<file path="config.mk">
export PLATFORM = sky130hd
export DESIGN_NAME = uart_packet_rx
export DESIGN_NICKNAME = d
export VERILOG_FILES = /design/src/rtl/uart_packet_rx.sv
export SDC_FILE = /design/constraint.sdc
export NUM_CORES = 1
export LEC_CHECK = 0
export ABC_AREA = 1
export CORE_MARGIN = 1
export CORE_UTILIZATION = 35
export CTS_CLUSTER_DIAMETER = 120
export CTS_CLUSTER_SIZE = 14
export DETAILED_ROUTE_END_ITERATION = 16
export REMOVE_ABC_BUFFERS = 1
export SYNTH_ARGS = -nofsm -noshare
export SYNTH_HDL_FRONTEND = slang
export SYNTH_SLANG_ARGS = --single-unit
export TNS_END_PERCENT = 20
</file>
<file path="constraint.sdc">
create_clock -name ipClk -period 2.86 [get_ports ipClk]
set_clock_uncertainty 0.05 [all_clocks]
set_input_delay 0.572 -clock ipClk [delete_from_list [all_inputs] [get_ports ipClk]]
set_output_delay 0.572 -clock ipClk [all_outputs]
set_load 0.01 [all_outputs]
</file>
<file path="src/rtl/uart_packet_rx.sv">
// ---------------------------------------------------------------------------
// uart_packet_rx
//   Packet parser that sits directly behind the UART receiver. It turns the
//   receiver's byte strobe into framed packets:
//     SYNC, destination, length, payload[length] (+ checksum, optional)
//   Payload bytes stream out as they arrive, tagged with start/end-of-packet.
//   A stalled packet is aborted by an inter-byte timeout. The UART cannot be
//   stalled, so there is no backpressure.
//
// Optional feature (macro UART_PACKET_CHECKSUM_EN):
//   A trailing checksum byte follows the payload (also when length is 0).
//   It must equal the modulo-256 sum of destination, length and payload.
//   A mismatch raises opError the cycle after the checksum byte.
//
// Parameters
//   SYNC_BYTE      start-of-packet marker, only recognised while idle
//   TIMEOUT_CLKS   max clocks between bytes inside a packet (>= 1)
//
// Ports
//   ipClk          system clock
//   ipnReset       asynchronous active-low reset
//   ipRxData       byte from the UART receiver
//   ipRxValid      one-cycle strobe qualifying ipRxData
//   opDestination  destination of the current packet, held until next header
//   opLength       payload length of the current packet, held until next header
//   opData         payload byte
//   opValid        one-cycle strobe qualifying opData
//   opSoP          with opValid: first payload byte
//   opEoP          with opValid: last payload byte
//   opError        one-cycle pulse: timeout abort or checksum failure
//
// state | meaning
// ------+-------------------------------------------------------------
// IDLE  | hunting for SYNC_BYTE, every other byte is dropped
// DEST  | next byte is the destination
// LEN   | next byte is the payload length
// DATA  | streaming payload bytes, byte counter holds bytes remaining
// CHECK | next byte is the checksum (checksum build only)
// ---------------------------------------------------------------------------
module uart_packet_rx #(
  parameter logic [7:0]  SYNC_BYTE    = 8'h55,
  parameter int unsigned TIMEOUT_CLKS = 50000
) (
  input  logic       ipClk,
  input  logic       ipnReset,
  input  logic [7:0] ipRxData,
  input  logic       ipRxValid,
  output logic [7:0] opDestination,
  output logic [7:0] opLength,
  output logic [7:0] opData,
  output logic       opValid,
  output logic       opSoP,
  output logic       opEoP,
  output logic       opError
);

  localparam int unsigned TW = $clog2(TIMEOUT_CLKS + 1);
  localparam logic [TW-1:0] TMO_MAX = TW'(TIMEOUT_CLKS);

  typedef enum logic [2:0] {
    S_IDLE  = 3'd0,
    S_DEST  = 3'd1,
    S_LEN   = 3'd2,
`ifdef UART_PACKET_CHECKSUM_EN
    S_DATA  = 3'd3,
    S_CHECK = 3'd4
`else
    S_DATA  = 3'd3
`endif
  } state_e;

  // Where the FSM goes once the payload is complete.
`ifdef UART_PACKET_CHECKSUM_EN
  localparam state_e S_AFTER = S_CHECK;
`else
  localparam state_e S_AFTER = S_IDLE;
`endif

  state_e        state_q, state_d;
  logic [TW-1:0] tmo_q, tmo_d;
  logic [7:0]    cnt_q, cnt_d;
  logic [7:0]    dest_q, dest_d;
  logic [7:0]    len_q, len_d;
  logic [7:0]    data_q, data_d;
  logic          valid_q, valid_d;
  logic          sop_q, sop_d;
  logic          eop_q, eop_d;
  logic          err_q, err_d;
  logic          timeout_hit;
`ifdef UART_PACKET_CHECKSUM_EN
  logic [7:0]    sum_q, sum_d;
`endif

  // A byte arriving on the expiry cycle takes priority over the timeout.
  assign timeout_hit = (state_q != S_IDLE) && !ipRxValid && (tmo_q == TMO_MAX);

  always_comb begin
    state_d = state_q;
    cnt_d   = cnt_q;
    dest_d  = dest_q;
    len_d   = len_q;
    data_d  = data_q;
    valid_d = 1'b0;
    sop_d   = 1'b0;
    eop_d   = 1'b0;
    err_d   = 1'b0;
`ifdef UART_PACKET_CHECKSUM_EN
    sum_d   = sum_q;
`endif

    if ((state_q == S_IDLE) || ipRxValid || timeout_hit) begin
      tmo_d = '0;
    end else begin
      tmo_d = tmo_q + TW'(1);
    end

    case (state_q)
      S_IDLE: begin
        if (ipRxValid && (ipRxData == SYNC_BYTE)) begin
          state_d = S_DEST;
        end
      end
      S_DEST: begin
        if (ipRxValid) begin
          dest_d  = ipRxData;
          state_d = S_LEN;
`ifdef UART_PACKET_CHECKSUM_EN
          sum_d   = ipRxData;
`endif
        end
      end
      S_LEN: begin
        if (ipRxValid) begin
          len_d   = ipRxData;
          cnt_d   = ipRxData;
          state_d = (ipRxData == 8'd0) ? S_AFTER : S_DATA;
`ifdef UART_PACKET_CHECKSUM_EN
          sum_d   = sum_q + ipRxData;
`endif
        end
      end
      S_DATA: begin
        if (ipRxValid) begin
          data_d  = ipRxData;
          valid_d = 1'b1;
          // cnt_q counts bytes still to come, so it equals len on the first.
          sop_d   = (cnt_q == len_q);
          eop_d   = (cnt_q == 8'd1);
          cnt_d   = cnt_q - 8'd1;
          if (cnt_q == 8'd1) begin
            state_d = S_AFTER;
          end
`ifdef UART_PACKET_CHECKSUM_EN
          sum_d   = sum_q + ipRxData;
`endif
        end
      end
`ifdef UART_PACKET_CHECKSUM_EN
      S_CHECK: begin
        if (ipRxValid) begin
          err_d   = (ipRxData != sum_q);
          state_d = S_IDLE;
        end
      end
`endif
      default: begin
        state_d = S_IDLE;
      end
    endcase

    // Abort: no EoP for a packet cut short, just the error pulse.
    if (timeout_hit) begin
      state_d = S_IDLE;
      err_d   = 1'b1;
    end
  end

  always_ff @(posedge ipClk or negedge ipnReset) begin
    if (!ipnReset) begin
      state_q <= S_IDLE;
      tmo_q   <= '0;
      cnt_q   <= '0;
      dest_q  <= '0;
      len_q   <= '0;
      data_q  <= '0;
      valid_q <= 1'b0;
      sop_q   <= 1'b0;
      eop_q   <= 1'b0;
      err_q   <= 1'b0;
`ifdef UART_PACKET_CHECKSUM_EN
      sum_q   <= '0;
`endif
    end else begin
      state_q <= state_d;
      tmo_q   <= tmo_d;
      cnt_q   <= cnt_d;
      dest_q  <= dest_d;
      len_q   <= len_d;
      data_q  <= data_d;
      valid_q <= valid_d;
      sop_q   <= sop_d;
      eop_q   <= eop_d;
      err_q   <= err_d;
`ifdef UART_PACKET_CHECKSUM_EN
      sum_q   <= sum_d;
`endif
    end
  end

  assign opDestination = dest_q;
  assign opLength      = len_q;
  assign opData        = data_q;
  assign opValid       = valid_q;
  assign opSoP         = sop_q;
  assign opEoP         = eop_q;
  assign opError       = err_q;

endmodule
</file>
==> summary.md <==
| Metric | Value |
|---|---|
| First-pass GRT wire length | `about 12 mm` |
| Sequence of cells on the critical path | `clkdlybuf4s50_1` |
| Leading area contributor after synthesis | `dfrtp_1` |
| EDFF count, synth | `0` |
| Reg area | `0.001351 mm^2` |
| Worst path max stage delay | `0.57 ns` |
| Clock root buffer master | `clkbuf_8` |
| Initial core utilization | `0.3637` |
| Post-synthesis sequential area ratio | `0.4783` |
| Synthesized area | `0.002825 mm^2` |
| DIE AREA | `0.008436 mm^2` |
| CP required | `2.24 ns` |
| RSZ-0062 raised after global routing | `false` |
| Synth Instances | `between 300 and 400` |
| Post-layout util | `0.4391` |
| Post-synthesis adder-cell area fraction | `0.01771` |
| Count leader, synth | `nand2_1` |
| Crit path buf inv count | `1` |
| Number of synthesized register bits | `54` |
| Avg WL per Cell | `13.74 um` |
| Vias in the first global route | `2347` |
| Max_cap viols | `0` |
| Die width | `91.85 um` |
| Clk_lat worst skew | `between 0.3 and 0.4 ns` |
| CTS clock-pin slew for the worst setup and hold paths | `0.10 ns` |
| Area of the multi-input gates | `0.001279 mm^2` |
| Post-cts hold buffer count | `0` |
| Synth Warn # | `0` |
| Post-synthesis xor/xnor area fraction | `0.02790` |
| Sw Ratio | `0.3895` |
| Syn avg cell area | `8.049 um^2` |
| CP top delay family | `buffers and inverters` |
| Final ANT Viol Nets | `0` |
| PostCTS Resize Cnt | `0` |
| Fin crit share | `0.6788` |
| DP HPWL | `~5.0 mm` |
| Post-synthesis simple-gate area fraction | `0.2945` |
| Largest family of logic cells by synthesized area | `simple AND/OR/NAND/NOR gates` |
| Total CTS buffers | `5` |
| Commonest cells post-synth | `nand2_1 (74), dfrtp_1 (54), nor2_1 (48)` |
| Area grow syn2layout | `20.73%` |
| Fillers | `about 800` |
| Routability cong. | `0.8754` |
| Sink Count | `54` |
| Drt pass-1 iters | `5` |
| Nature of the critical path endpoint | `output port` |
| Drt initial violations | `166` |
| Synth Flop Type | `dfrtp_1` |
| Total track usage | `0.1780` |
| Asr flop ratio synth | `1.000` |
| Final Cell Area | `around 0.0034 mm^2` |
| Unique masters post-synth | `35` |
| Power density over the cells | `slightly below 900 mW/mm^2` |
| Final setup vio count | `0` |
| Top-area cell type share of the netlist area | `0.4783` |
| DR vias | `~2400` |
| Gr ovfl total | `0` |
| Initial antenna violation count | `0` |
| Max Slew Vio Count | `0` |
| CP Data Arrival Time | `1.32 ns` |
| Largest net degree at the start of global routing | `36` |
| Mux contribution to synthesized area | `0` |
| Chip height | `91.85 um` |
| Tmin final | `approximately 1.9 ns` |
| Fraction of layout instances using a drive strength above 1 | `0.09184` |
| Reg-to-reg setup timing slack | `1.08 ns` |
| Setup TNS | `0 ns` |
| P_int | `0.001813 W` |
| Status | `finished, final reports clean` |
| Reg2Reg Capture Point | `cnt_q[6]` |
| Post-CTS setup buffer count | `0` |
| Sw Pwr | `0.001156 W` |
| Critical path class | `register to output port` |
| Fmax | `515.1 MHz` |
| Hold crit path type | `primary input to asynchronous set/reset pin` |
| Worst-margin pin slew | `0.4807 ns` |
| Worst relative slew slack | `0.6786` |
| Cell at the slowest stage of the critical path | `clkdlybuf4s50_1` |
| Seq pwr share | `0.406` |
| CTS tree | `done` |
| DRC | `0` |
| Synth Area in Compound Gates | `0.1125` |
| N_diodes | `0` |
| Crit start category | `register` |
| Worst VDD drop | `just under 500 uV` |
| Synth area leaders | `dfrtp_1 (48%), nand2_1 (9.8%), nor2_1 (6.4%)` |
| Share of power burned in combinational logic | `0.414` |
| Nets@finish | `~400` |
| Clock network power share | `0.180` |
| FF-to-FF path depth | `8` |
| Reg2Reg Launch Point | `cnt_q[1]` |
| H-tree levels | `2` |
| Pwr Total | `about 0.003 W` |
| WL final | `6.788 mm` |
| Final count of hold timing violations | `0` |
| Top-Level Pins | `39` |
| Crit path max fanout | `4` |
| Port Buffers | `38` |
| Vias/cell | `4.874` |
| # rows | `32` |
| DP Area | `0.003294 mm^2` |
| Maximum buffer depth of the clock tree | `2` |
| Pleak | `1.512 nW` |
| Core area | `0.007767 mm^2` |
## sequential cells by signal (all words and copies together) (netlist names), 2 cells and up
name	flops
tmo_q	16
cnt_q	8
opDestination	8
opLength	8
state_q	2
opData	8
## worst reg2reg max path, stage by stage (launching register included)
cell and delay [ns]:
dfrtp_1 0.37, inv_1 0.20, ha_1 0.20, inv_1 0.05, nor2_1 0.21, nand3_1 0.13, xor2_1 0.15, o21ai_0 0.16
o21ai_0 0.14
## cells in the final DEF (no fill, tap or decap), drive strengths merged, types with 8 or more instances in the layout
| cell type | synthesis | routed |
|---|---|---|
| clkdlybuf4s50 | 0 | 37 |
| xor2 | 8 | 8 |
| nand2 | 83 | 83 |
| dfrtp | 54 | 54 |
| a21oi | 11 | 11 |
| nand3 | 22 | 22 |
| inv | 39 | 40 |
| nor3 | 10 | 10 |
| o21ai | 37 | 37 |
| nor2 | 56 | 56 |
## cell families (layout without fill, tap and decap cells)
kind of cell | count (synthesis) | after routing
and+or+nand+nor | 179 | 179
AOI/OAI and AO/OA | 58 | 58
DFF | 54 | 54
buffers and inverters | 47 | 88
xor gates and xnor gates | 9 | 9
adders and majority gates | 4 | 4
## worst max-delay path by stage
| stage | depth (start not counted) | end | from | slack, ns |
|---|---|---|---|---|
| after CTS | 1 | opLength[2] | opLength[2] | 0.92 |
| final | 1 | opLength[2] | opLength[2] | 0.92 |
| after global placement | 5 | cnt_q[4] | ipRxValid | 0.76 |
| after global routing | 1 | opLength[1] | opLength[1] | 0.88 |
| after detailed placement | 5 | cnt_q[4] | ipRxValid | 0.72 |
| after floorplan | 11 | state_q[1] | tmo_q[0] | 1.38 |
## stage by stage
step | hold slack [ns] | instances | setup slack [ns]
detailed placement | 0.4234 | 486 | 0.7239
global route | 0.1698 | 494 | 0.8785
floorplan | 0.2264 | 345 | 1.383
finish | 0.1474 | 494 | 0.9186
global placement | 0.4148 | 486 | 0.7626
CTS | 0.1534 | 494 | 0.9200
## area by class of cell
class / count / area share
Sequential cell: 54 / 0.3962
Multi-Input combinational cell: 250 / 0.3749
Timing Repair Buffer: 39 / 0.1123
Inverter: 41 / 0.04512
Tap cell: 102 / 0.03742
Clock buffer: 5 / 0.02018
Clock inverter: 3 / 0.01394
## layer usage
| layer | GRT usage | part of all wire | vias to the layer above | wire length, um |
|---|---|---|---|---|
| met2 | 0.2593 | 0.42 | 72 | 2872 |
| met4 | 0.06380 | 0.016 | 0 | 110 |
| met3 | 0.03483 | 0.051 | 11 | 348 |
| met5 | 0 | 0 | - | 0 |
| li1 | - | - | 1221 | - |
| met1 | 0.2608 | 0.51 | 1104 | 3456 |
## power groups by stage
| stage | logic [W] | registers (W) | clock network (W) |
|---|---|---|---|
| 2_1_floorplan | 0.000644 | 0.00125 | 0 |
| 5_1_grt | 0.00138 | 0.00124 | 0.000574 |
| 3_5_place_dp | 0.00123 | 0.00121 | 0 |
| 3_3_place_gp | 0.00121 | 0.00122 | 0 |
| 6_report | 0.00123 | 0.00120 | 0.000534 |
| 4_1_cts | 0.00124 | 0.00120 | 0.000550 |
No activity file was read; power rests on OpenSTA's default activity.
==> patch, RTL diff (config.mk and constraints unchanged) <==
The 4 states of `state_e` get a one-hot encoding in 4 bits.
--- a/src/rtl/uart_packet_rx.sv
+++ b/src/rtl/uart_packet_rx.sv
@@ -57,15 +57,15 @@
   localparam int unsigned TW = $clog2(TIMEOUT_CLKS + 1);
   localparam logic [TW-1:0] TMO_MAX = TW'(TIMEOUT_CLKS);
 
-  typedef enum logic [2:0] {
-    S_IDLE  = 3'd0,
-    S_DEST  = 3'd1,
-    S_LEN   = 3'd2,
+  typedef enum logic [3:0] {
+    S_IDLE  = 4'b0001,
+    S_DEST  = 4'b0010,
+    S_LEN   = 4'b0100,
 `ifdef UART_PACKET_CHECKSUM_EN
     S_DATA  = 3'd3,
     S_CHECK = 3'd4
 `else
-    S_DATA  = 3'd3
+    S_DATA  = 4'b1000
 `endif
   } state_e;
 
Function: no difference found for any inputs over 10 cycles, from zero or initial values and one cycle with ipnReset low; not proved beyond that.
==> patch against the unedited design <==
  * Die area grew 3.2%
  * Routed wire length fell by 1.2%
  * Worst setup slack better by 0.014 ns
  * Area after synthesis is 3.3% higher
  * Sequential cell count grew 2
  * Design area grew 2.1%
Power is not compared: it rests on default switching activity, and its combinational part moved more than twofold at a synthesized area within 25%.
==> patch: results (changes against the unedited design) <==
[run_status]
outcome=finished clean

[logic_synthesis]
ys_seq_area_frac=0.481  ; +0.00240
ys_top_cells_by_count=nand2_1 (81), dfrtp_1 (55), nor2_1 (47)
yosys_warnings=0  ; unchanged
syn_inst=359  ; +2.3%
synth_flop_cell=dfrtp_1
async_flop_share=1.00  ; unchanged
synth_cell_types=37  ; +5.7%
netlist_top_cells_area=dfrtp_1 (47%), nand2_1 (10%), nor2_1 (6.0%), inv_1 (4.6%), o21ai_0 (3.4%)

[worst_setup_path]
max_stage_delay_ns=0.56
critPathArrivalTime_ns=1.31
reg2reg_slack_ns=1.32  ; +0.24 ns
rr_startpoint=tmo_q[0]
cpMaxStageDelayCell=clkdlybuf4s50_1
cp-endpoint=opLength[2]
cp_max_fo=3  ; -1
cp_top_family=buffers and inverters
crit-reg2reg-capture=tmo_q[6]
critPathLaunch=opLength[2]
reg2regPathDepth=7  ; -1

[finish]
finalNonFillerCells=502  ; +1.6%
layout-drive-gt1-share=0.0975  ; +0.00566
diodes=0  ; unchanged
nFillCells=803  ; +0.75%
largest_reg_flops=16  ; unchanged
fin_nets=414  ; +2.0%
largest-register=tmo_q

[placement]
place_area_mm2=0.00338  ; +2.7%
placed_cells=494  ; +1.6%
gp_congestion=0.894  ; +2.1%
post-place-ws_ns=0.726  ; +0.00218 ns
portBuffers=38  ; unchanged
post-dp-hpwl_mm=5.08  ; +1.1%

[clocking]
insertion_delay_ns=0.31
root_buffer=clkbuf_8
cts.clk_slew.worst_paths_ns=0.09
ctsLongestPathBuffers=2  ; unchanged
post-cts-setup-buffer-count=0  ; unchanged
cts_resized=0  ; unchanged
cts_buffers=5  ; unchanged
h-tree-depth=2  ; unchanged

[route]
drt_wl_total_mm=6.71  ; -1.2%
vias=2456  ; +2.0%
first_pass_iters=5  ; unchanged
drt_iter0_markers=162  ; -2.4%

[sta]
max-slew-margin-rel=0.532  ; -0.147
max_freq_mhz=519  ; +0.73%

[grt]
grt_pass1_wl_mm=11.2  ; -4.2%
grt_max_degree=57  ; +58%
grt_antenna_before_repair=0  ; unchanged
grt_pass1_vias=2303  ; -1.9%
grt_use_total=0.167  ; -0.0109

[hold_path]
hp-class=primary input to asynchronous set/reset pin

[power]
p_leak_nw=1.53
peakVddDrop_mv=0.172

[flow_run]
cap_violations=0  ; unchanged

-- patch: changes by cell type in the layout (fill, tap and decap cells not counted), moves of 3 or more --
cell,before,now
nand2_4,4,0
o21ai_0,33,20
a21oi_1,11,8
xnor2_1,1,7
inv_1,33,36
nand2_1,74,81
o21ai_1,4,20
nand3_1,22,14
-- patch: cell families after synthesis --
kind of cell,Yosys count,synth area share
adder cells (fa/ha/maj),4,0.0172
AND/OR/NAND/NOR,178,0.278
flip-flops,56,0.481
buffers and inverters,48,0.0703
XOR/XNOR,14,0.0420
AO/OA/AOI/OAI,59,0.112
-- patch: worst min path at each step --
stage,from,to,slack (ns),cells past startpoint
floorplan,ipnReset,cnt_q[0],0.23,0
global placement,opDestination[6],opDestination[6],0.42,2
detailed placement,opDestination[7],opDestination[7],0.42,2
CTS,ipnReset,opData[5],0.36,2
global route,ipnReset,opDestination[1],0.40,2
finish,ipnReset,opDestination[1],0.34,2
-- patch: final cells by class --
type / instances / area (µm²) / area share
sequential: 56 / 1400 / 0.403
multi-input combinational: 255 / 1310 / 0.376
timing repair buffer: 39 / 383 / 0.110
inverter: 42 / 160 / 0.0460
tap: 102 / 128 / 0.0367
clock buffer: 6 / 82.6 / 0.0237
clock inverter: 2 / 15.0 / 0.00431
-- patch: power by group --
| group | internal (mW) | total (mW) | switching, mW |
|---|---|---|---|
| Clock | 0.197 | 0.468 | 0.271 |
| Combinational | 0.140 | 0.313 | 0.173 |
| Sequential | 0.857 | 0.915 | 0.0578 |
-- patch: metal layers --
layer  global-route usage  part of all wire  vias to the layer above
li1                     -                 -                     1240
met1                0.217              0.46                     1158
met2                0.290              0.49                       53
met3               0.0244             0.032                        5
met4               0.0462             0.011                        0
met5                    0                 0                        -
